## src/rtl/tanh_q_pkg.sv

```systemverilog
// Shared 4-bit tanh input code definitions: code width, range limits and the code type.
package tanh_q_pkg;

  localparam int Q_W   = 4;
  localparam int Q_MIN = -8;
  localparam int Q_MAX = 7;

  typedef logic signed [Q_W-1:0] q4_t;

endpackage

```

## src/rtl/tanh_q_round_sat.sv

```systemverilog
// Combinational requant datapath: round-half-up arithmetic right shift, and a separate
// clamp-to-q4 path so the caller can put a register between the two halves.
module tanh_q_round_sat
  import tanh_q_pkg::*;
#(
  parameter int ACC_W   = 16,
  parameter int SHIFT_W = 4
) (
  input  logic signed [ACC_W-1:0] acc,
  input  logic        [SHIFT_W-1:0] shift,
  output logic signed [ACC_W:0]   rnd,
  input  logic signed [ACC_W:0]   rnd_q,
  output q4_t                     q,
  output logic                    sat
);

  localparam int RW = ACC_W + 1;
  localparam logic signed [RW-1:0] R_MAX = RW'(Q_MAX);
  localparam logic signed [RW-1:0] R_MIN = RW'(Q_MIN);

  if (2**SHIFT_W > ACC_W) begin : g_bad_params
    $error("tanh_q_round_sat: 2**SHIFT_W must not exceed ACC_W");
  end

  logic signed [RW-1:0] ext;
  logic signed [RW-1:0] bias;
  logic signed [RW-1:0] sum;

  // One guard bit keeps acc + half-LSB bias from overflowing before the shift.
  always_comb begin
    ext  = {acc[ACC_W-1], acc};
    bias = '0;
    if (shift != '0) begin
      bias = {{ACC_W{1'b0}}, 1'b1} << (shift - 1'b1);
    end
    sum = ext + bias;
    rnd = sum >>> shift;
  end

  always_comb begin
    q   = rnd_q[Q_W-1:0];
    sat = 1'b0;
    if (rnd_q > R_MAX) begin
      q   = q4_t'(Q_MAX);
      sat = 1'b1;
    end else if (rnd_q < R_MIN) begin
      q   = q4_t'(Q_MIN);
      sat = 1'b1;
    end
  end

endmodule

```

## src/rtl/tanh_in_requant_4bit.sv

```systemverilog
// Two-stage valid/ready requantizer from ACC_W-bit accumulators to 4-bit tanh input codes,
// with a sticky saturation event counter for calibration.
module tanh_in_requant_4bit
  import tanh_q_pkg::*;
#(
  parameter int ACC_W    = 16,
  parameter int SHIFT_W  = 4,
  parameter int SATCNT_W = 16
) (
  input  logic                      clk,
  input  logic                      rst,
  input  logic                      in_valid,
  output logic                      in_ready,
  input  logic signed [ACC_W-1:0]   in_data,
  input  logic        [SHIFT_W-1:0] in_shift,
  output logic                      out_valid,
  input  logic                      out_ready,
  output q4_t                       out_data,
  output logic                      out_sat,
  output logic        [SATCNT_W-1:0] sat_count,
  input  logic                      clr_sat
);

  logic                 s1_valid;
  logic signed [ACC_W:0] s1_r;
  logic signed [ACC_W:0] s1_next;
  q4_t                  s2_q;
  logic                 s2_sat;
  logic                 s1_load;
  logic                 s2_load;

  tanh_q_round_sat #(
    .ACC_W  (ACC_W),
    .SHIFT_W(SHIFT_W)
  ) u_round_sat (
    .acc  (in_data),
    .shift(in_shift),
    .rnd  (s1_next),
    .rnd_q(s1_r),
    .q    (s2_q),
    .sat  (s2_sat)
  );

  // in_ready is combinational through s2_load, so a full pipe still streams at one beat/cycle.
  always_comb begin
    s2_load  = s1_valid & (~out_valid | out_ready);
    in_ready = ~rst & (~s1_valid | s2_load);
    s1_load  = in_valid & in_ready;
  end

  always_ff @(posedge clk) begin
    if (rst) begin
      s1_valid  <= 1'b0;
      s1_r      <= '0;
      out_valid <= 1'b0;
      out_data  <= '0;
      out_sat   <= 1'b0;
      sat_count <= '0;
    end else begin
      s1_valid <= s1_load | (s1_valid & ~s2_load);
      if (s1_load) begin
        s1_r <= s1_next;
      end

      out_valid <= s2_load | (out_valid & ~out_ready);
      if (s2_load) begin
        out_data <= s2_q;
        out_sat  <= s2_sat;
      end

      if (clr_sat) begin
        sat_count <= '0;
      end else if (out_valid && out_ready && out_sat && (sat_count != '1)) begin
        sat_count <= sat_count + 1'b1;
      end
    end
  end

endmodule

```

## config.mk

```make
export PLATFORM = sky130hd
export DESIGN_NAME = tanh_in_requant_4bit
export DESIGN_NICKNAME = d
export VERILOG_FILES = /design/src/rtl/tanh_q_pkg.sv /design/src/rtl/tanh_q_round_sat.sv /design/src/rtl/tanh_in_requant_4bit.sv
export SDC_FILE = /design/constraint.sdc
export NUM_CORES = 1
export LEC_CHECK = 0
export CAP_MARGIN = 0
export CORE_MARGIN = 2
export CORE_UTILIZATION = 25
export DETAILED_ROUTE_END_ITERATION = 10
export HOLD_SLACK_MARGIN = 0.05
export MAX_ROUTING_LAYER = met4
export SYNTH_ARGS = -nofsm -noshare
export SYNTH_HDL_FRONTEND = slang
export SYNTH_SLANG_ARGS = --single-unit
```

## constraint.sdc

```tcl
create_clock -name clk -period 6.4 [get_ports clk]
set_input_delay 1.92 -clock clk [delete_from_list [all_inputs] [get_ports clk]]
set_output_delay 1.92 -clock clk [all_outputs]
set_load 0.01 [all_outputs]
```

[Word-level counts from Yosys, hierarchy flattened]
Cells that the tools add are included.
Cells by class
  add/subtract/negate cells: 3
  $mul: 0
  divide/modulo/power cells: 0
  order comparisons: 2
  eq/ne operators: 1
  shift-type cells: 2
  mux-type cells: 5
  bitwise gates (word level): 14
  reduce and logical (&&, ||, !) cells: 5
Operators by type and width (number)
  $add 16x17->17: 1
  $gt 17x4->1 const B: 1
  $lt 17x4->1 const B: 1
  $mux 17: 1
  $shl 1x4->17 const A: 1
  $sshr 17x4->17: 1
  $add 16x1->16 const B: 1
  $ne 16x16->1 const B: 1
  $mux 4: 2
  $and 1x1->1: 5
  $not 1->1: 5
  $or 1x1->1: 4
  $reduce_bool 4->1: 1
  $sub 4x1->4 const B: 1
  $logic_and 1x1->1: 3
  $mux 1: 2
  $reduce_or 2->1: 1
Storage, ports and cells
  register bits after elaboration: 40
  latch bits: 0
  bits in writable memories: 0
  memory bits (read-only): 0
  input bits: 25
  output and inout bits: 23
  word-level logic and storage cells: 38
  memories: 0

[Longest topological paths before layout]
Gate-level depths: netlist of run 1.
  depth after elaboration: 7
  depth in mapped cells: 15
  depth with buffers taken out: 13

[Modules after synthesis]
A second synthesis of run 1 with hierarchy kept.
Second synthesis, totals
  cells, all modules: 486
  area total of the unflattened synthesis: 3769.9 µm²
By module, submodules not included
  tanh_q_round_sat: times used 1, cells each 292, area an instance 2074.5 µm², sequential area each 0.0 µm²
  tanh_in_requant_4bit: times used 1, cells each 194, area an instance 1695.4 µm², sequential area each 800.8 µm²

[Worst setup path before layout of run 1]
Ideal clock, no wire load.
  kind: input to register
  start point: input port in_shift[1]
  end point: register s1_r[5]
  setup time: 103 ps
  arrival: 5183 ps
  required time: 6297 ps
  setup slack: 1113 ps
  cell stages on the path: 14
  path buffers: 1
  cell sequence: clkbuf_1 clkinv_1 nand2_1 nor2_1 ha_1 fa_1 a211oi_4 o211ai_2 a2111oi_4 o21a_2 nor2_2 a2111oi_4 o32ai_1 a2111oi_2
Between the ends
  longest elaborated chain between the ends: 5
  elaborated cells between the ends (all ways): 6
  those cells by class: add/sub (2); shift (2); mux (1); reduce/logical (1)
Ends and longest elaborated chain
  start, declared: line tanh_in_requant_4bit.sv:15  | input logic [SHIFT_W-1:0] in_shift,
  $sub 4x1->4: line tanh_q_round_sat.sv:34  | bias = {{ACC_W{1'b0}}, 1'b1} << (shift - 1'b1);
  $shl 1x4->17: line tanh_q_round_sat.sv:34
  $mux 17: line tanh_q_round_sat.sv:33  | if (shift != '0) begin
  $add 16x17->17: line tanh_q_round_sat.sv:36  | sum = ext + bias;
  $sshr 17x4->17 *: line tanh_q_round_sat.sv:37  | rnd = sum >>> shift;
  end signal, assigned: line tanh_in_requant_4bit.sv:62  | s1_r <= s1_next;
  end, declared: line tanh_in_requant_4bit.sv:25  | logic signed [ACC_W:0] s1_r;
Mark *: on every way between the ends. The rest lies on a longest branch, timed or not.
A chain may end at the register's enable or synchronous reset.

[Worst setup path after layout of run 1]
  start point: input port in_shift[3]
  end point: register s1_r[14]
The elaborated chain is that of the path after synthesis.

==> results of run 1 <==
[cells by family (layout without fill, tap and decap cells)]
group	Yosys count	in the layout	synth area share (%)
AND/OR/NAND/NOR	208	208	27.75
buffers and inverters	29	71	3.265
XOR/XNOR	23	23	5.926
multiplexers	13	13	4.116
other	1	1	0.1064
flip-flops	40	40	22.71
AO/OA/AOI/OAI	138	138	29.52
adder cells (fa/ha/maj)	18	18	6.600
[stage by stage]
stage               hold WS, ps  utilization [%]  total power [uW]  setup WS [ps]
global route              499.0            31.64             816.5          419.2
detailed placement        467.9            30.40             491.3          472.3
CTS                       476.9            31.64             778.1          747.8
floorplan                 425.8                -             423.6           1113
global placement          452.7            30.40             489.4          394.7
finish                    472.4            31.64             773.8          692.6
[routing by layer]
metal	track usage (%)	wire [um]	vias up
met3	1.533	721	17
met4	5.388	223	0
met1	19.91	4852	1726
met5	-	0	-
met2	21.93	4668	167
li1	-	-	1848
[cell type report]
type                            count  area, um^2  share of cell area, %
Multi-Input combinational cell    401        2610                  59.65
Sequential cell                    40       800.8                  18.30
Timing Repair Buffer               57       545.5                  12.47
Tap cell                          180       225.2                  5.147
Clock buffer                        5       125.1                  2.860
Clock inverter                      3       46.29                  1.058
Inverter                            6       22.52                 0.5147
[state kept, by name, summed over array words and instances (netlist names)]
| signal | cells |
|---|---|
| out_valid | 1 |
| s1_r | 17 |
| s1_valid | 1 |
| sat_count | 16 |
| out_data | 4 |
| out_sat | 1 |
[final timing paths]
check,start,endpoint,slack [ps],cells after the start
max,in_shift[3],s1_r[14]$_SDFFE_PP0P_,690,14
min,out_data[3]$_SDFFE_PP0P_,out_data[3]$_SDFFE_PP0P_,470,2
max reg2reg,out_valid$_SDFF_PP0_,s1_r[4]$_SDFFE_PP0P_,3990,8
min reg2reg,out_data[3]$_SDFFE_PP0P_,out_data[3]$_SDFFE_PP0P_,470,2
[cell usage in the layout (no fill, tap or decap), types with 5 or more instances in the layout]
master / instances
o21ai_0: 19
ha_1: 17
nand2_1: 50
o211ai_1: 7
clkbuf_16: 5
nand4_1: 10
buf_4: 10
a21o_1: 5
nand3_1: 10
or3_1: 8
clkdlybuf4s50_1: 47
o2111ai_1: 7
a21oi_1: 29
dfxtp_1: 40
xor2_1: 16
nor3_1: 21
and2_1: 6
mux2i_1: 10
a211oi_1: 6
xnor2_1: 6
nor2_1: 74
[tightest hold or removal path, cell delays in order (launching register included)]
cell     delay, ps
dfxtp_1        310
nand2_1         60
a21oi_1         50
[power by group through the flow]
| stage | Combinational [uW] | Sequential (uW) | Clock (uW) |
|---|---|---|---|
| 5_1_grt | 237 | 277 | 303 |
| 3_5_place_dp | 211 | 281 | 0 |
| 2_1_floorplan | 145 | 279 | 0 |
| 6_report | 215 | 275 | 283 |
| 3_3_place_gp | 209 | 280 | 0 |
| 4_1_cts | 212 | 275 | 291 |
==> results by group, run 1 <==
Layout
  – Post-layout net count: 554
  – Syn-to-layout area delta: 24.10%
  – Antenna cells: 0
  – Number of fill cells: 1460
  – Filler-free cell count of the finished design: 692
  – Ratio of cells with drive above 1 in the final layout: 6.445%
  – Final Cell Area: 0.004375 mm^2

Synthesis
  – Post-synth top cells: 74 x nor2_1, 50 x nand2_1, 40 x dfxtp_1
  – Syn Nets: 513
  – Synth area leaders: dfxtp_1 23%, nor2_1 7.9%, ha_1 6.0%
  – Syn. warnings: 0
  – Synth Cell Area: 0.003526 mm^2
  – Synthesized area per cell: 7.502 um^2
  – Synth Register Bits: 40
  – Cell with the most instances after synthesis: nor2_1
  – Synth unique cells: 74
  – Post-synthesis sequential area ratio: 22.71%
  – Top FF cell, synth: dfxtp_1
  – Async SR Flop Fraction: 0%
  – Post-synth EDFFs: 0
  – Synth area leader: dfxtp_1
  – Top cell type's share of synthesized area: 22.71%
  – Post-synthesis cell count: 470

Placement
  – Placed Cells: 684
  – PortBufs: 47
  – DP HPWL: 8088 um
  – RePlAce Congestion: 0.9336
  – Placed cell area: 0.004204 mm^2

Hold path
  – Hold Crit Class: register to register

Global route
  – Grt ovf: 0
  – Global Route Usage Sum: 14.50%
  – Initial antenna violation count: 0
  – Number of global-route vias before repair: 3511
  – Pin count of the biggest net entering global routing: 21
  – First-pass GRT wire length: 17290 um

Power
  – Clock share of power: 36.6%
  – Maximum vdd drop: 0.08794 mV
  – Internal power: 537.7 uW
  – Switching power: 236.1 uW
  – Lkg Pwr: 0.001620 uW
  – Power per cell area: 176.8 mW/mm^2
  – Comb pwr share: 27.8%
  – Sequential share of power: 35.6%
  – Switching share of total power: 30.51%

Setup path
  – CP Launch Type: primary input
  – CP bufs+invs: 3
  – Critical Path RT: 6550 ps
  – CP cell instances: clkdlybuf4s50_1 > inv_1 > nand2_1 > buf_4 > nor2_1 > ha_1 > a211oi_1 > o21ai_1 > o21ai_1 > o21ai_1 > xnor2_2 > a21oi_1 > o311ai_0 > nand2_1
  – Crit Path Max Fanout: 11
  – Top Family by Delay on Critical Path: compound AO/OA/AOI/OAI gates
  – Crit path kind: primary input to register
  – CP max stage cell: clkdlybuf4s50_1
  – Critical path's largest stage delay: 590 ps
  – Cell mode on critical path: o21ai_1
  – CP arrival: 5860 ps
  – Crit. End Element: register

STA
  – Worst-Margin Slew: 831.0 ps
  – Final setup vio count: 0
  – Fmax: 0.1752 GHz
  – Minimum clock period: 5707 ps
  – Tcrit/Tclk final: 89.18%
  – Final worst clock skew: 8.383 ps
  – RSZ-0062 raised after global routing: false
  – Slew margin rel.: 44.40%
  – Max Slew Vio Count: 0
  – TNS Setup: 0 ps
  – Hold Violations, Final: 0

Floorplan
  – DIE HEIGHT: 122.8 um
  – Core area: 0.01383 mm^2
  – Num rows: 43
  – Starting Density: 25.50%
  – Die area: 0.01507 mm^2
  – I/O Pins: 48
  – Die width: 122.8 um

Route
  – DR pass1 iterations: 4
  – WL per Instance: 15.12 um
  – Post-Route WL: 10470 um
  – Remaining DRCs: 0
  – Vias: 3758
  – Final ANT Viol Nets: 0
  – Iteration-0 DRC Markers: 234
  – Vias/cell: 5.431

Clock network
  – H-tree depth: 2
  – Cts hold-fix bufs: 0
  – CTS root buffer: clkbuf_16
  – Clock Latency Late Sink: 280 ps
  – Clock Sinks: 40
  – TritonCTS clock tree: done
  – Worst-path clk slew: 60 ps
  – Post_cts resized: 0
  – Longest Clk Path Bufs: 2
  – TritonCTS Buffers: 5
  – Setup bufs post-CTS: 0

Flow run
  – MaxCap Viol Count: 0

Run status
  – Status: complete, no violations
(Power assumes the default switching activity.)
==> run 2: changes to the inputs <==
--- a/config.mk
+++ b/config.mk
@@ -7,10 +7,11 @@
 export LEC_CHECK = 0
 export CAP_MARGIN = 0
 export CORE_MARGIN = 2
-export CORE_UTILIZATION = 25
+export CORE_UTILIZATION = 56
 export DETAILED_ROUTE_END_ITERATION = 10
 export HOLD_SLACK_MARGIN = 0.05
 export MAX_ROUTING_LAYER = met4
+export PLACE_DENSITY = 0.81
 export SYNTH_ARGS = -nofsm -noshare
 export SYNTH_HDL_FRONTEND = slang
 export SYNTH_SLANG_ARGS = --single-unit
==> results by group, run 2 (synthesis results as in run 1) <==
Run status
  – Status: complete, no violations (unchanged)

Clock network
  – Clock Sinks: 40 (unchanged)
  – Clock Latency Late Sink: 290 ps (was 280 ps)
  – Post_cts resized: 0 (unchanged)
  – TritonCTS clock tree: done (unchanged)
  – TritonCTS Buffers: 5 (unchanged)
  – CTS root buffer: clkbuf_8 (was clkbuf_16)
  – H-tree depth: 2 (unchanged)
  – Worst-path clk slew: 80 ps (was 60 ps)
  – Longest Clk Path Bufs: 2 (unchanged)
  – Setup bufs post-CTS: 0 (unchanged)
  – Cts hold-fix bufs: 0 (unchanged)

Layout
  – Ratio of cells with drive above 1 in the final layout: 6.628% (was 6.445%)
  – Number of fill cells: 533 (was 1460)
  – Commonest non-fill, non-tap cell in the layout: nor2_1 (unchanged)
  – Largest registers: s1_r x17, sat_count x16, out_data x4 (unchanged)
  – Most frequent cells in the layout: 74 x nor2_1, 50 x nand2_1, 47 x clkdlybuf4s50_1 (unchanged)
  – Largest register FFs: 17 (unchanged)
  – Syn-to-layout area delta: 18.35% (was 24.10%)
  – Post-layout net count: 555 (was 554)
  – Antenna cells: 0 (unchanged)
  – Most flops, register: s1_r (unchanged)

Flow run
  – MaxCap Viol Count: 0 (unchanged)

Hold path
  – Hold_sp: out_data[3]$_SDFFE_PP0P_ (unchanged)
  – Hold endpoint: out_data[3]$_SDFFE_PP0P_ (unchanged)
  – Hold Path Depth: 2 (unchanged)
  – Hold Crit Class: register to register (unchanged)

Setup path
  – Critical R2R Capture: s1_r[4]$_SDFFE_PP0P_ (unchanged)
  – CP cell instances: clkdlybuf4s50_1 > inv_1 > nand2_1 > nor2_1 > ha_1 > a21o_1 > o21ai_0 > nor3_1 > o31ai_1 > xor2_1 > buf_4 > o32ai_1 > o32ai_1 > a2111oi_2 (was clkdlybuf4s50_1 > inv_1 > nand2_1 > buf_4 > nor2_1 > ha_1 > a211oi_1 > o21ai_1 > o21ai_1 > o21ai_1 > xnor2_2 > a21oi_1 > o311ai_0 > nand2_1)
  – Crit path kind: primary input to register (unchanged)
  – Crit Path Max Fanout: 13 (was 11)
  – CP Launch Type: primary input (unchanged)
  – CP max stage cell: clkdlybuf4s50_1 (unchanged)
  – CP arrival: 5850 ps (was 5860 ps)
  – Worst R2R Path Depth: 8 (unchanged)
  – Crit. End Element: register (unchanged)
  – Worst r2r src: out_valid$_SDFF_PP0_ (unchanged)
  – Cell mode on critical path: o32ai_1 (was o21ai_1)
  – Critical path's largest stage delay: 670 ps (was 590 ps)
  – Critical Path RT: 6590 ps (was 6550 ps)
  – Reg-to-reg setup timing slack: 3910 ps (was 3990 ps)

STA
  – Minimum clock period: 5658 ps (was 5707 ps)
  – Hold Violations, Final: 0 (unchanged)
  – Slew margin rel.: 45.72% (was 44.40%)
  – Tcrit/Tclk final: 88.40% (was 89.18%)
  – RSZ-0062 raised after global routing: false (unchanged)
  – Final worst clock skew: 8.973 ps (was 8.383 ps)
  – Fmax: 0.1767 GHz (was 0.1752 GHz)
  – Max Slew Vio Count: 0 (unchanged)
  – TNS Setup: 0 ps (unchanged)
  – Worst-Margin Slew: 811.2 ps (was 831.0 ps)
  – Final setup vio count: 0 (unchanged)

Route
  – Final ANT Viol Nets: 0 (unchanged)
  – Vias/cell: 6.556 (was 5.431)
  – WL per Instance: 17.51 um (was 15.12 um)
  – WL met3: 878 um (was 721 um)
  – Post-Route WL: 10300 um (was 10470 um)
  – Iteration-0 DRC Markers: 469 (was 234)
  – DR pass1 iterations: 6 (was 4)
  – Top layer reached by signal wires: met4 (unchanged)
  – Vias: 3855 (was 3758)
  – WL met1: 4637 um (was 4852 um)
  – Remaining DRCs: 0 (unchanged)
  – Met2 wire len: 4628 um (was 4668 um)

Floorplan
  – Starting Density: 58.86% (was 25.50%)
  – Die area: 0.006947 mm^2 (was 0.01507 mm^2)
  – I/O Pins: 48 (unchanged)
  – Core area: 0.005991 mm^2 (was 0.01383 mm^2)
  – DIE HEIGHT: 83.35 um (was 122.8 um)
  – Die width: 83.35 um (was 122.8 um)
  – Num rows: 28 (was 43)

Global route
  – First-pass GRT wire length: 17010 um (was 17290 um)
  – Pin count of the biggest net entering global routing: 27 (was 21)
  – Initial antenna violation count: 0 (unchanged)
  – Grt ovf: 0 (unchanged)
  – Number of global-route vias before repair: 3522 (was 3511)
  – Global Route Usage Sum: 30.09% (was 14.50%)

Placement
  – RePlAce Congestion: 0.9999 (was 0.9336)
  – DP HPWL: 7856 um (was 8088 um)
  – PortBufs: 47 (unchanged)

Power
  – Overall Power: 663.0 uW (was 773.8 uW)
  – Maximum vdd drop: 0.1790 mV (was 0.08794 mV)
  – Lkg Pwr: 0.001596 uW (was 0.001620 uW)
  – Power per cell area: 158.9 mW/mm^2 (was 176.8 mW/mm^2)
[run 2: cell types whose count changed in the layout (fill, tap and decap cells not counted), sizes merged]
cell,change
bufinv,-1
clkbuf,+1
clkinv,+2
buf,+1
inv,-1
clkinvlp,-1
[run 2: how the worst max path moves through the flow]
stage | slack [ps] | cells after the start | start | to
after global routing | 510 | 14 | in_shift[1] | s1_r[5]$_SDFFE_PP0P_
final | 740 | 14 | in_shift[0] | s1_r[5]$_SDFFE_PP0P_
after global placement | 550 | 13 | in_shift[0] | s1_r[5]$_SDFFE_PP0P_
after CTS | 810 | 14 | in_shift[1] | s1_r[5]$_SDFFE_PP0P_
after floorplan | 1110 | 14 | in_shift[1] | s1_r[5]$_SDFFE_PP0P_
after detailed placement | 510 | 14 | in_shift[1] | s1_r[5]$_SDFFE_PP0P_
[run 2: metrics by stage]
step	setup WS [ps]	utilization [%]	area (um^2)	hold slack [ps]	std cells
2_1_floorplan	1113	-	3526	425.8	470
5_1_grt	513.0	69.65	4173	504.1	588
4_1_cts	807.8	69.65	4173	473.6	588
6_report	742.1	69.65	4173	472.9	588
3_3_place_gp	548.8	68.11	4080	460.0	580
3_5_place_dp	511.6	68.11	4080	462.4	580
[run 2: final cells by class]
| class | count | area, um^2 | share of cell area (%) |
|---|---|---|---|
| timing repair buffer | 58 | 553.0 | 13.25 |
| clock buffer | 6 | 82.58 | 1.979 |
| sequential | 40 | 800.8 | 19.19 |
| tap | 75 | 93.84 | 2.249 |
| clock inverter | 2 | 10.01 | 0.2399 |
| inverter | 6 | 22.52 | 0.5397 |
| multi-input combinational | 401 | 2610 | 62.55 |
[run 2: routing by layer]
layer  track usage, %  up-vias
met5                -        -
met4            7.303        0
met3            6.660       19
met2            45.16      194
met1            41.34     1785
li1                 -     1857
[run 2: worst max-delay path: cells and delay by family]
family / cells / cell delay (ps)
xor+xnor: 1 / 110
compound gates: 6 / 1740
fa+ha+maj: 1 / 360
simple gates: 3 / 650
buf+inv: 3 / 1060
[run 2: report_power, final]
part / switching [uW] / internal [uW] / total, uW
registers: 11.8 / 264 / 276
logic: 128 / 88.9 / 216
clock network: 85.1 / 86.0 / 171
